$ cat config.mk
export PLATFORM = sky130hd
export DESIGN_NAME = sc_operand_sequencer
export DESIGN_NICKNAME = d
export VERILOG_FILES = /design/src/rtl/sc_operand_sequencer.sv
export SDC_FILE = /design/constraint.sdc
export NUM_CORES = 1
export LEC_CHECK = 0
export CORE_MARGIN = 4
export CORE_UTILIZATION = 44
export DETAILED_ROUTE_END_ITERATION = 7
export GPL_TIMING_DRIVEN = 0
export PLACE_DENSITY = 0.84
export SYNTH_ARGS = -nofsm -noshare
export SYNTH_HDL_FRONTEND = slang
export SYNTH_SLANG_ARGS = --single-unit
$ cat constraint.sdc
create_clock -name clk -period 2.9 [get_ports clk]
set_input_delay 0.725 -clock clk [delete_from_list [all_inputs] [get_ports clk]]
set_output_delay 0.725 -clock clk [all_outputs]
set_load 0.02 [all_outputs]
$ cat src/rtl/sc_operand_sequencer.sv
// sc_operand_sequencer
//   Walks every (input row m, weight row o) pair of an M x O pass. For each
//   pair it reads both rows, holds them on op_input/op_weight while the
//   stochastic stream runs for STREAM_LEN cycles, then waits for the
//   downstream converter to acknowledge the result before moving on.
//   The weight index o is the inner loop and the row index m is the outer loop.
//
// Ports
//   clk, rst            clock, synchronous active-high reset
//   start               begin a full pass (accepted only when idle)
//   in_addr/in_rd_en    input-row read request; data returns one cycle later
//   in_rd_data          input row (BINARY_PRECISION*INPUT_FEATURES bits)
//   w_addr/w_rd_en      weight-row read request; data returns one cycle later
//   w_rd_data           weight row
//   op_input/op_weight  held operand vectors feeding the SNGs
//   op_valid            stream running with stable operands
//   stream_restart      first stream cycle of an element
//   conv_last           final stream cycle of an element
//   res_done            downstream captured the converted result
//   out_row/out_col     (m, o) of the element in flight
//   busy, done          pass in progress / one-cycle completion pulse
//   busy_cycles         busy-cycle counter (only with SC_SEQ_PERF_EN)
//
// Build option: define SC_SEQ_PERF_EN to add the busy_cycles counter output.

module sc_operand_sequencer #(
    parameter int BATCH_SIZE        = 4,
    parameter int INPUT_FEATURES    = 4,
    parameter int OUTPUT_FEATURES   = 4,
    parameter int BINARY_PRECISION  = 8,
    parameter int STOCHASTIC_CYCLES = 1,
    localparam int AW_M = (BATCH_SIZE > 1) ? $clog2(BATCH_SIZE) : 1,
    localparam int AW_O = (OUTPUT_FEATURES > 1) ? $clog2(OUTPUT_FEATURES) : 1,
    localparam int DW   = BINARY_PRECISION * INPUT_FEATURES
) (
    input  logic            clk,
    input  logic            rst,
    input  logic            start,
    output logic [AW_M-1:0] in_addr,
    output logic            in_rd_en,
    input  logic [DW-1:0]   in_rd_data,
    output logic [AW_O-1:0] w_addr,
    output logic            w_rd_en,
    input  logic [DW-1:0]   w_rd_data,
    output logic [DW-1:0]   op_input,
    output logic [DW-1:0]   op_weight,
    output logic            op_valid,
    output logic            stream_restart,
    output logic            conv_last,
    input  logic            res_done,
    output logic [AW_M-1:0] out_row,
    output logic [AW_O-1:0] out_col,
    output logic            busy,
    output logic            done
`ifdef SC_SEQ_PERF_EN
    ,
    output logic [31:0]     busy_cycles
`endif
);

    localparam int STREAM_LEN = STOCHASTIC_CYCLES * (1 << BINARY_PRECISION);
    // One spare bit so the counter can never wrap while reaching STREAM_LEN-1.
    localparam int CW = $clog2(STREAM_LEN) + 1;

    typedef enum logic [2:0] {
        IDLE    = 3'd0,
        FETCH   = 3'd1,
        CAPTURE = 3'd2,
        STREAM  = 3'd3,
        DRAIN   = 3'd4,
        DONE    = 3'd5
    } state_t;

    state_t          state_q, state_d;
    logic [AW_M-1:0] m_q, m_d;
    logic [AW_O-1:0] o_q, o_d;
    logic [CW-1:0]   cnt_q, cnt_d;
    logic [DW-1:0]   op_input_q, op_weight_q;

    logic cnt_last;
    logic last_m, last_o;

    assign cnt_last = (cnt_q == CW'(STREAM_LEN - 1));
    assign last_m   = (m_q == AW_M'(BATCH_SIZE - 1));
    assign last_o   = (o_q == AW_O'(OUTPUT_FEATURES - 1));

    // State register
    always_ff @(posedge clk) begin
        if (rst) state_q <= IDLE;
        else     state_q <= state_d;
    end

    // Next-state logic
    always_comb begin
        state_d = state_q;
        case (state_q)
            IDLE:    if (start) state_d = FETCH;
            FETCH:   state_d = CAPTURE;
            CAPTURE: state_d = STREAM;
            STREAM:  if (cnt_last) state_d = DRAIN;
            DRAIN:   if (res_done) state_d = (last_m && last_o) ? DONE : FETCH;
            DONE:    state_d = IDLE;
            default: state_d = IDLE;
        endcase
    end

    // Element indices and stream counter
    always_comb begin
        m_d   = m_q;
        o_d   = o_q;
        cnt_d = cnt_q;
        case (state_q)
            IDLE: begin
                if (start) begin
                    m_d = '0;
                    o_d = '0;
                end
            end
            STREAM: cnt_d = cnt_last ? '0 : cnt_q + CW'(1);
            DRAIN: begin
                if (res_done) begin
                    if (last_o) begin
                        o_d = '0;
                        m_d = last_m ? '0 : m_q + AW_M'(1);
                    end else begin
                        o_d = o_q + AW_O'(1);
                    end
                end
            end
            default: ;
        endcase
    end

    always_ff @(posedge clk) begin
        if (rst) begin
            m_q   <= '0;
            o_q   <= '0;
            cnt_q <= '0;
        end else begin
            m_q   <= m_d;
            o_q   <= o_d;
            cnt_q <= cnt_d;
        end
    end

    // Operand hold registers: loaded only at the end of CAPTURE, when the
    // read data requested in FETCH is on the memory outputs.
    always_ff @(posedge clk) begin
        if (rst) begin
            op_input_q  <= '0;
            op_weight_q <= '0;
        end else if (state_q == CAPTURE) begin
            op_input_q  <= in_rd_data;
            op_weight_q <= w_rd_data;
        end
    end

    // Output logic
    always_comb begin
        in_rd_en       = (state_q == FETCH);
        w_rd_en        = (state_q == FETCH);
        in_addr        = (state_q == FETCH) ? m_q : '0;
        w_addr         = (state_q == FETCH) ? o_q : '0;
        op_valid       = (state_q == STREAM);
        stream_restart = (state_q == STREAM) && (cnt_q == '0);
        conv_last      = (state_q == STREAM) && cnt_last;
        busy           = (state_q == FETCH) || (state_q == CAPTURE) ||
                         (state_q == STREAM) || (state_q == DRAIN);
        done           = (state_q == DONE);
        out_row        = busy ? m_q : '0;
        out_col        = busy ? o_q : '0;
        op_input       = op_input_q;
        op_weight      = op_weight_q;
    end

`ifdef SC_SEQ_PERF_EN
    logic [31:0] busy_cycles_q;

    always_ff @(posedge clk) begin
        if (rst)
            busy_cycles_q <= '0;
        else if (state_q == IDLE && start)
            busy_cycles_q <= '0;
        else if (busy && busy_cycles_q != '1)
            busy_cycles_q <= busy_cycles_q + 32'd1;
    end

    assign busy_cycles = busy_cycles_q;
`endif

endmodule

Word level (Yosys, flattened, before mapping) --
Index checks and enable logic that the tools add are counted.
Word-level totals: register bits 80, input bits 68, logic and storage cells 51
Operators by class: add/subtract/negate cells 3, eq/ne operators 12, mux-type cells 18, reduce and logical (&&, ||, !) cells 12
Operator list (number):
- two-way mux 2 bit | 10
- case mux 3 bit (5 select lines) | 1
- two-way mux 3 bit | 4
- adder 9 x 1 -> 9 bit, second input constant | 1
- == test 9 x 8 -> 1 bit, second input constant | 1
- zero test 9 bit | 1
- two-way mux 9 bit | 1
- case mux 2 bit (2 select lines) | 2
- == test 3 x 2 -> 1 bit, second input constant | 2
- == test 3 bit, second input constant | 2
- != test 2 bit, second input constant | 3
- AND reduction 3 bit | 2
- adder 2 x 1 -> 2 bit, second input constant | 2
- == test 2 bit, second input constant | 2
- AND reduction 4 bit | 1
- == test 3 x 1 -> 1 bit, second input constant | 1
- logical AND 1 bit | 3
- zero test 3 bit | 1
- logical OR 1 bit | 3
- != test 2 x 1 -> 1 bit, second input constant | 1
- nonzero test 2 bit | 1

Logic depth before layout (Yosys ltp) --
depth after elaboration 5, gate-level depth with buffers 6, gate-level depth less buffers 4

Least setup slack after synthesis --
OpenSTA, ideal clock, no wires.
kind flip-flop to output port, start register state_q[2], end output port in_addr[0], data arrival time 1.532 ns, required time 2.175 ns, path slack 0.643 ns, cell stages (with the launch flop) 4, buffers on the path 1, cells stage by stage dfxtp_1 > buf_2 > nor3b_1 > and2_1
On the way: longest elaborated chain between the ends 2
RTL lines:
- start: declaration | line 74 | state_t state_q, state_d;
- start signal: assignment | line 90 | else state_q <= state_d;
- == test 3 x 1 -> 1 bit
- via in_rd_en | line 40 | output logic in_rd_en,
- two-way mux 2 bit | line 162 | in_addr = (state_q == FETCH) ? m_q : '0;
- end: declaration | line 39 | output logic [AW_M-1:0] in_addr,
The timed path passes the listed nets, and every way through them passes these cells.

Worst setup path after layout --
start register state_q[2], end output port w_addr[1]
On the way: longest elaborated chain between the ends 2
RTL lines:
- == test 3 x 1 -> 1 bit | line 163 | w_addr = (state_q == FETCH) ? o_q : '0;
- two-way mux 2 bit | line 163
- end: declaration | line 42 | output logic [AW_O-1:0] w_addr,
No other way between the ends.

==> results by group <==
Floorplanning
  • Starting Density: 0.4559
  • FP Rows: 30
  • Die Y: 92.13 um
  • Core area: 0.006832 mm^2
  • Die W: 92.13 um
  • Die footprint: 0.008488 mm^2
  • # IOs: 147

Layout
  • Layout area overhead: 56.49%
  • Layout cells sized above 1: 0.07650
  • Final nets: 616
  • Diode count: 0

Timing
  • Unrepaired setup endpoints after global routing: no
  • Clock Skew: 0.01017 ns
  • Final Hold Viols: 0
  • Minimum clock period: 2.731 ns
  • Peak Freq: 366.2 MHz
  • Finish-stage setup viols: 0
  • Least-Margin Pin Slew: 0.9743 ns
  • Max-slew violations: 0
  • Final Cycle Share: 0.9417
  • Setup_tns: 0 ns
  • Worst slew margin: 0.3420

Synth
  • Synth area leaders: dfxtp_1 51%, nand2_1 16%, a21oi_1 12%
  • #FFs+latches synth: 80
  • Top-count cell post-synth: nand2_1
  • Post-synth top area share: 0.5143
  • Area leader, netlist: dfxtp_1
  • Commonest cells post-synth: 135 x nand2_1, 80 x dfxtp_1, 74 x a21oi_1, 15 x buf_2
  • Syn Area/Cell: 8.047 um^2
  • Post-synth EDFFs: 0
  • Syn Nets: 459
  • Warnings, synthesis: 0
  • Register area share after synthesis: 0.5143
  • Async SR Flop Fraction: 0
  • Synth unique cells: 36
  • Post-Syn Area: 0.003114 mm^2
  • Gate Count Post-Synth: 387
  • Top FF cell, synth: dfxtp_1

Clock tree
  • CTS sink count: 80
  • Clock Latency Late Sink: 0.35 ns
  • CTS Buffer Depth: 2
  • Total CTS buffers: 9
  • Post-CTS setup buffer count: 0
  • Clock Pin Slew Worst Setup and Hold Paths: 0.08 ns
  • Clk root buf: clkbuf_8
  • Hold buffers post-CTS: 0
  • H-tree Lvls: 3
  • CTS tree: done

Power
  • Lkg Pwr: 1.726 nW
  • Maximum VDD drop: 0.0003007 V
  • Tot Pwr: 2.514 mW
  • Power per Cell Area: 515.8 mW/mm^2

Detailed routing
  • First drt pass iteration count: 5
  • Initial drt markers: 104
  • Via count: 3186
  • Vias per inst: 4.940
  • Final antenna-violating net count: 0
  • Number of remaining DRC errors: 0
  • Wirelength per Cell: 13.66 um
  • Drt total wl: 8.810 mm

Global route
  • Most utilized layer in the global route result: met2
  • Met1 GRT Util: 0.2335
  • Vias in the first global route: 3044
  • Global Route Usage Sum: 0.2047
  • Met3 GRT Util: 0.09598
  • Largest net degree at the start of global routing: 15
  • Global-route wire length before repair: 13.92 mm
  • GR Layer Usage met2: 0.3339
  • Initial antenna violation count: 0
  • Grt ovf: 0

Place
  • IO Port Bufs: 146
  • Post-DP HPWL: 6.666 mm
  • GP Congestion: 0.7835

Worst setup path
  • Worst stage delay on the critical path: 0.60 ns
  • Worst Setup Start Kind: register
  • Crit path kind: reg -> out
  • Worst EP arrival: 2.01 ns
  • CP max-delay cell: clkdlybuf4s50_1
  • Reg2reg setup slack: 0.92 ns
  • Crit end category: primary output
  • Largest fanout on the critical path: 10
  • Critical path, cell by cell: buf_2 > nor3b_2 > and2_1 > clkdlybuf4s50_1
  • Critical Path RT: 2.17 ns

Worst hold path
  • Worst hold path class: reg -> reg

Flow run
  • MaxCap Viol Count: 0

Status
  • Outcome: finished, final reports clean
metrics by stage:
stage	hold WS [ns]	utilization	cell area, um^2	cells	setup slack (ns)
2_1_floorplan	0.4645	-	3114	387	0.6427
3_3_place_gp	0.4404	0.6874	4696	629	0.3324
3_5_place_dp	0.4461	0.6874	4696	629	0.3129
4_1_cts	0.4577	0.7130	4871	645	0.07489
5_1_grt	0.4733	0.7134	4873	645	0.03568
6_report	0.4570	0.7134	4873	645	0.1690
area by class of cell:
type	instances	area, um^2
buffer	27	135.1
clock buffer	9	123.9
sequential	80	1602
inverter	9	33.78
tap	96	120.1
fill	547	1958
clock inverter	7	47.55
multi-input combinational	271	1351
timing repair buffer	146	1460
worst max-delay path, delay by kind of cell (launching register included):
family | cells | cell delay (ns)
and+or+nand+nor | 2 | 0.54
buffers and inverters | 2 | 0.79
DFF | 1 | 0.32
power breakdown:
| group | switching, mW | internal (mW) |
|---|---|---|
| Sequential | 0.0338 | 1.17 |
| Clock | 0.411 | 0.310 |
| Combinational | 0.306 | 0.286 |
cell usage in the layout, fill, tap and decap left out, types with 3 or more instances in the layout:
| master | n |
|---|---|
| clkdlybuf4s50_1 | 145 |
| nand2_1 | 135 |
| dfxtp_1 | 80 |
| a21oi_1 | 74 |
| buf_2 | 15 |
| inv_1 | 9 |
| clkbuf_1 | 9 |
| clkbuf_8 | 9 |
| and2_1 | 8 |
| o31ai_1 | 5 |
| o21ai_0 | 5 |
| nand3_1 | 4 |
| or4_1 | 4 |
| ha_1 | 4 |
| nand4_1 | 3 |
| or3_1 | 3 |
| clkinv_2 | 3 |
repair_timing:
item / in CTS / in global routing
endpoints found under the setup margin: 6 / 3
gates resized for setup: 2 / 1
pin swaps: 0 / 0
logic make-up after synthesis:
| family | share of synthesized area |
|---|---|
| flops | 0.5143 |
| xor+xnor | 0.002813 |
| simple gates | 0.2431 |
| fa+ha+maj | 0.01607 |
| mux | 0.003214 |
| buf+inv | 0.05423 |
| compound gates | 0.1663 |
state kept, by name (all words and copies together), names as in the netlist:
| register | cells |
|---|---|
| cnt_q | 9 |
| m_q | 2 |
| o_q | 2 |
| op_input | 32 |
| op_weight | 32 |
| state_q | 3 |
path summary, 6_finish.rpt:
check	start	to	depth (start not counted)
setup reg to reg	cnt_q[0]	cnt_q[5]	4
hold reg to reg	op_weight[18]	op_weight[18]	2
setup / recovery	state_q[2]	w_addr[1]	4
hold / removal	op_weight[18]	op_weight[18]	2
layer usage:
metal,vias up,routed length [um]
met5,-,0
met4,0,178
met2,135,4044
met3,16,965
li1,1605,-
met1,1430,3621
Note: power is estimated with default switching activity, not from simulation.
==> RTL change, RTL diff (same flow settings) <==
Add a define of `SC_SEQ_PERF_EN`.
--- a/src/rtl/sc_operand_sequencer.sv
+++ b/src/rtl/sc_operand_sequencer.sv
@@ -24,2 +24,4 @@
 // Build option: define SC_SEQ_PERF_EN to add the busy_cycles counter output.
+
+`define SC_SEQ_PERF_EN
 
Check against the original RTL (old outputs only; new: busy_cycles): equivalent (equiv_simple and equiv_induct, registers matched by name and starting in step).
==> RTL change against the original RTL <==
Combinational power grew 3.9%; highest routed layer unchanged; power rose by 25%; critical endpoint is now op_valid; maximum frequency shrank 1.1%; final area is 39% higher; sequential cell count is 32 higher; via count is 49% higher; worst setup slack got worse by 31 ps; core utilization fell by 5.3 points; synthesized area increased by 48%; largest power group unchanged; clock skew grew 8.9 ps; routed wire length is 56% higher; first-iteration DRC count rose to 2.6 times the old value.
==> RTL change: results (changes against the original RTL) <==
| Metric | Value |
|---|---|
| Nets | 840 (was 616) |
| Vias in the first global route | 4740 (was 3044) |
| Worst EP arrival | 2040 ps (was 2010 ps) |
| First-pass GRT wire length | 23.0 mm (was 13.9 mm) |
| Top cells by area in the synthesized netlist | dfxtp_1 49%, nand2_1 13%, a21oi_1 10% (was dfxtp_1 51%, nand2_1 16%, a21oi_1 12%) |
| List of most frequent post-synthesis cells | 154 x nand2_1, 112 x dfxtp_1, 94 x a21oi_1, 27 x clkbuf_1, 22 x o21ai_0 (was 135 x nand2_1, 80 x dfxtp_1, 74 x a21oi_1, 15 x buf_2) |
| Leakage power | 2.41 nW (was 1.73 nW) |
| GRT Util Overall | 0.222 (was 0.205) |
| Fill cells | 872 (was 547) |
| CP endpoint | op_valid (was w_addr[1]) |
| Layout cells sized above 1 | 0.0389 (was 0.0765) |
| Syn Nets | 650 (was 459) |
| Clock Pin Slew Worst Setup and Hold Paths | 110 ps (was 80 ps) |
| GPL Wtd Cong | 0.862 (was 0.784) |
| FF-to-FF End | busy_cycles[31] (was cnt_q[5]) |
| Register area share after synthesis | 0.485 (was 0.514) |
| Largest net degree at the start of global routing | 19 (was 15) |
| Internal | 0.00223 W (was 0.00176 W) |
| R2R Setup Slk | 710 ps (was 920 ps) |
| Drt pass-1 iters | 4 (was 5) |
| Crit path max fanout | 9 (was 10) |
| Dpl cell area | 6570 sq um (was 4700 sq um) |
| # port buffers | 178 (was 146) |
| IR drop worst, VDD | 0.253 mV (was 0.301 mV) |
| Status | finished, final reports clean (unchanged) |
==> RTL change: cell count changes after synthesis, sizes merged, moves of 8 or more <==
cell	unedited run	this run
nor3	0	8
nand2	135	154
or3	3	21
a21oi	74	94
clkbuf	9	27
nand4	3	13
nand3	4	12
o21ai	5	23
buf	18	7
dfxtp	80	112
nor2	1	19
==> RTL change: routing by layer <==
metal  GRT usage  routed length, microns
met1       0.266                    5790
met2       0.385                    6650
met3      0.0570                     958
met4      0.0755                     310
met5           0                       0
==> RTL change: how the worst min path moves through the flow <==
stage / startpoint / end / slack, ps / cells after the start
3_5_place_dp: op_weight[10] / op_weight[10] / 450 / 2
5_1_grt: op_input[21] / op_input[21] / 490 / 2
4_1_cts: op_weight[10] / op_weight[10] / 460 / 2
2_1_floorplan: o_q[1] / o_q[1] / 450 / 2
6_report: op_input[30] / op_input[30] / 460 / 2
3_3_place_gp: op_input[1] / op_input[1] / 440 / 2
==> RTL change: power by group through the flow <==
stage	combinational [W]	clock, W	sequential [W]
after floorplan	0.000229	0	0.00175
after CTS	0.000618	0.000894	0.00164
after global placement	0.000599	0	0.00167
after global routing	0.000668	0.000966	0.00165
final	0.000615	0.000873	0.00164
after detailed placement	0.000612	0	0.00168
==> RTL change: layout make-up <==
type | count | area [sq um] | share of cell area
Buffer | 34 | 150 | 0.0221
Inverter | 8 | 30.0 | 0.00442
Multi-Input combinational cell | 423 | 2220 | 0.326
Clock buffer | 11 | 141 | 0.0208
Timing Repair Buffer | 179 | 1800 | 0.265
Sequential cell | 112 | 2240 | 0.330
Clock inverter | 4 | 37.5 | 0.00553
Tap cell | 136 | 170 | 0.0251
==> RTL change: critical path: cells and delay by family (launching register included) <==
family / cells / cell delay (ps)
flip-flops: 1 / 500
buffers and inverters: 2 / 890
AND/OR/NAND/NOR: 1 / 280
==> RTL change: cell families (layout without fill, tap and decap cells) <==
| kind of cell | Yosys count | count (layout) | synth area share |
|---|---|---|---|
| mux | 1 | 1 | 0.00217 |
| buf+inv | 42 | 236 | 0.0387 |
| fa+ha+maj | 5 | 5 | 0.0135 |
| flops | 112 | 112 | 0.485 |
| simple gates | 273 | 273 | 0.284 |
| xor+xnor | 9 | 9 | 0.0171 |
| compound gates | 135 | 135 | 0.159 |
==> RTL change: repair_timing <==
item                                    4_1_cts  5_1_grt
endpoints found under the setup margin        7       11
cloned                                        0        0
pin swaps                                     1        1
buffers inserted                              1        0
resized for setup                             4        9
==> RTL change: stage by stage <==
| stage | setup slack [ps] | cells | hold slack [ps] |
|---|---|---|---|
| floorplan | 541 | 577 | 453 |
| global placement | 97.6 | 891 | 441 |
| global route | 10.1 | 907 | 489 |
| finish | 138 | 907 | 460 |
| CTS | 15.4 | 907 | 460 |
| detailed placement | 63.0 | 891 | 447 |
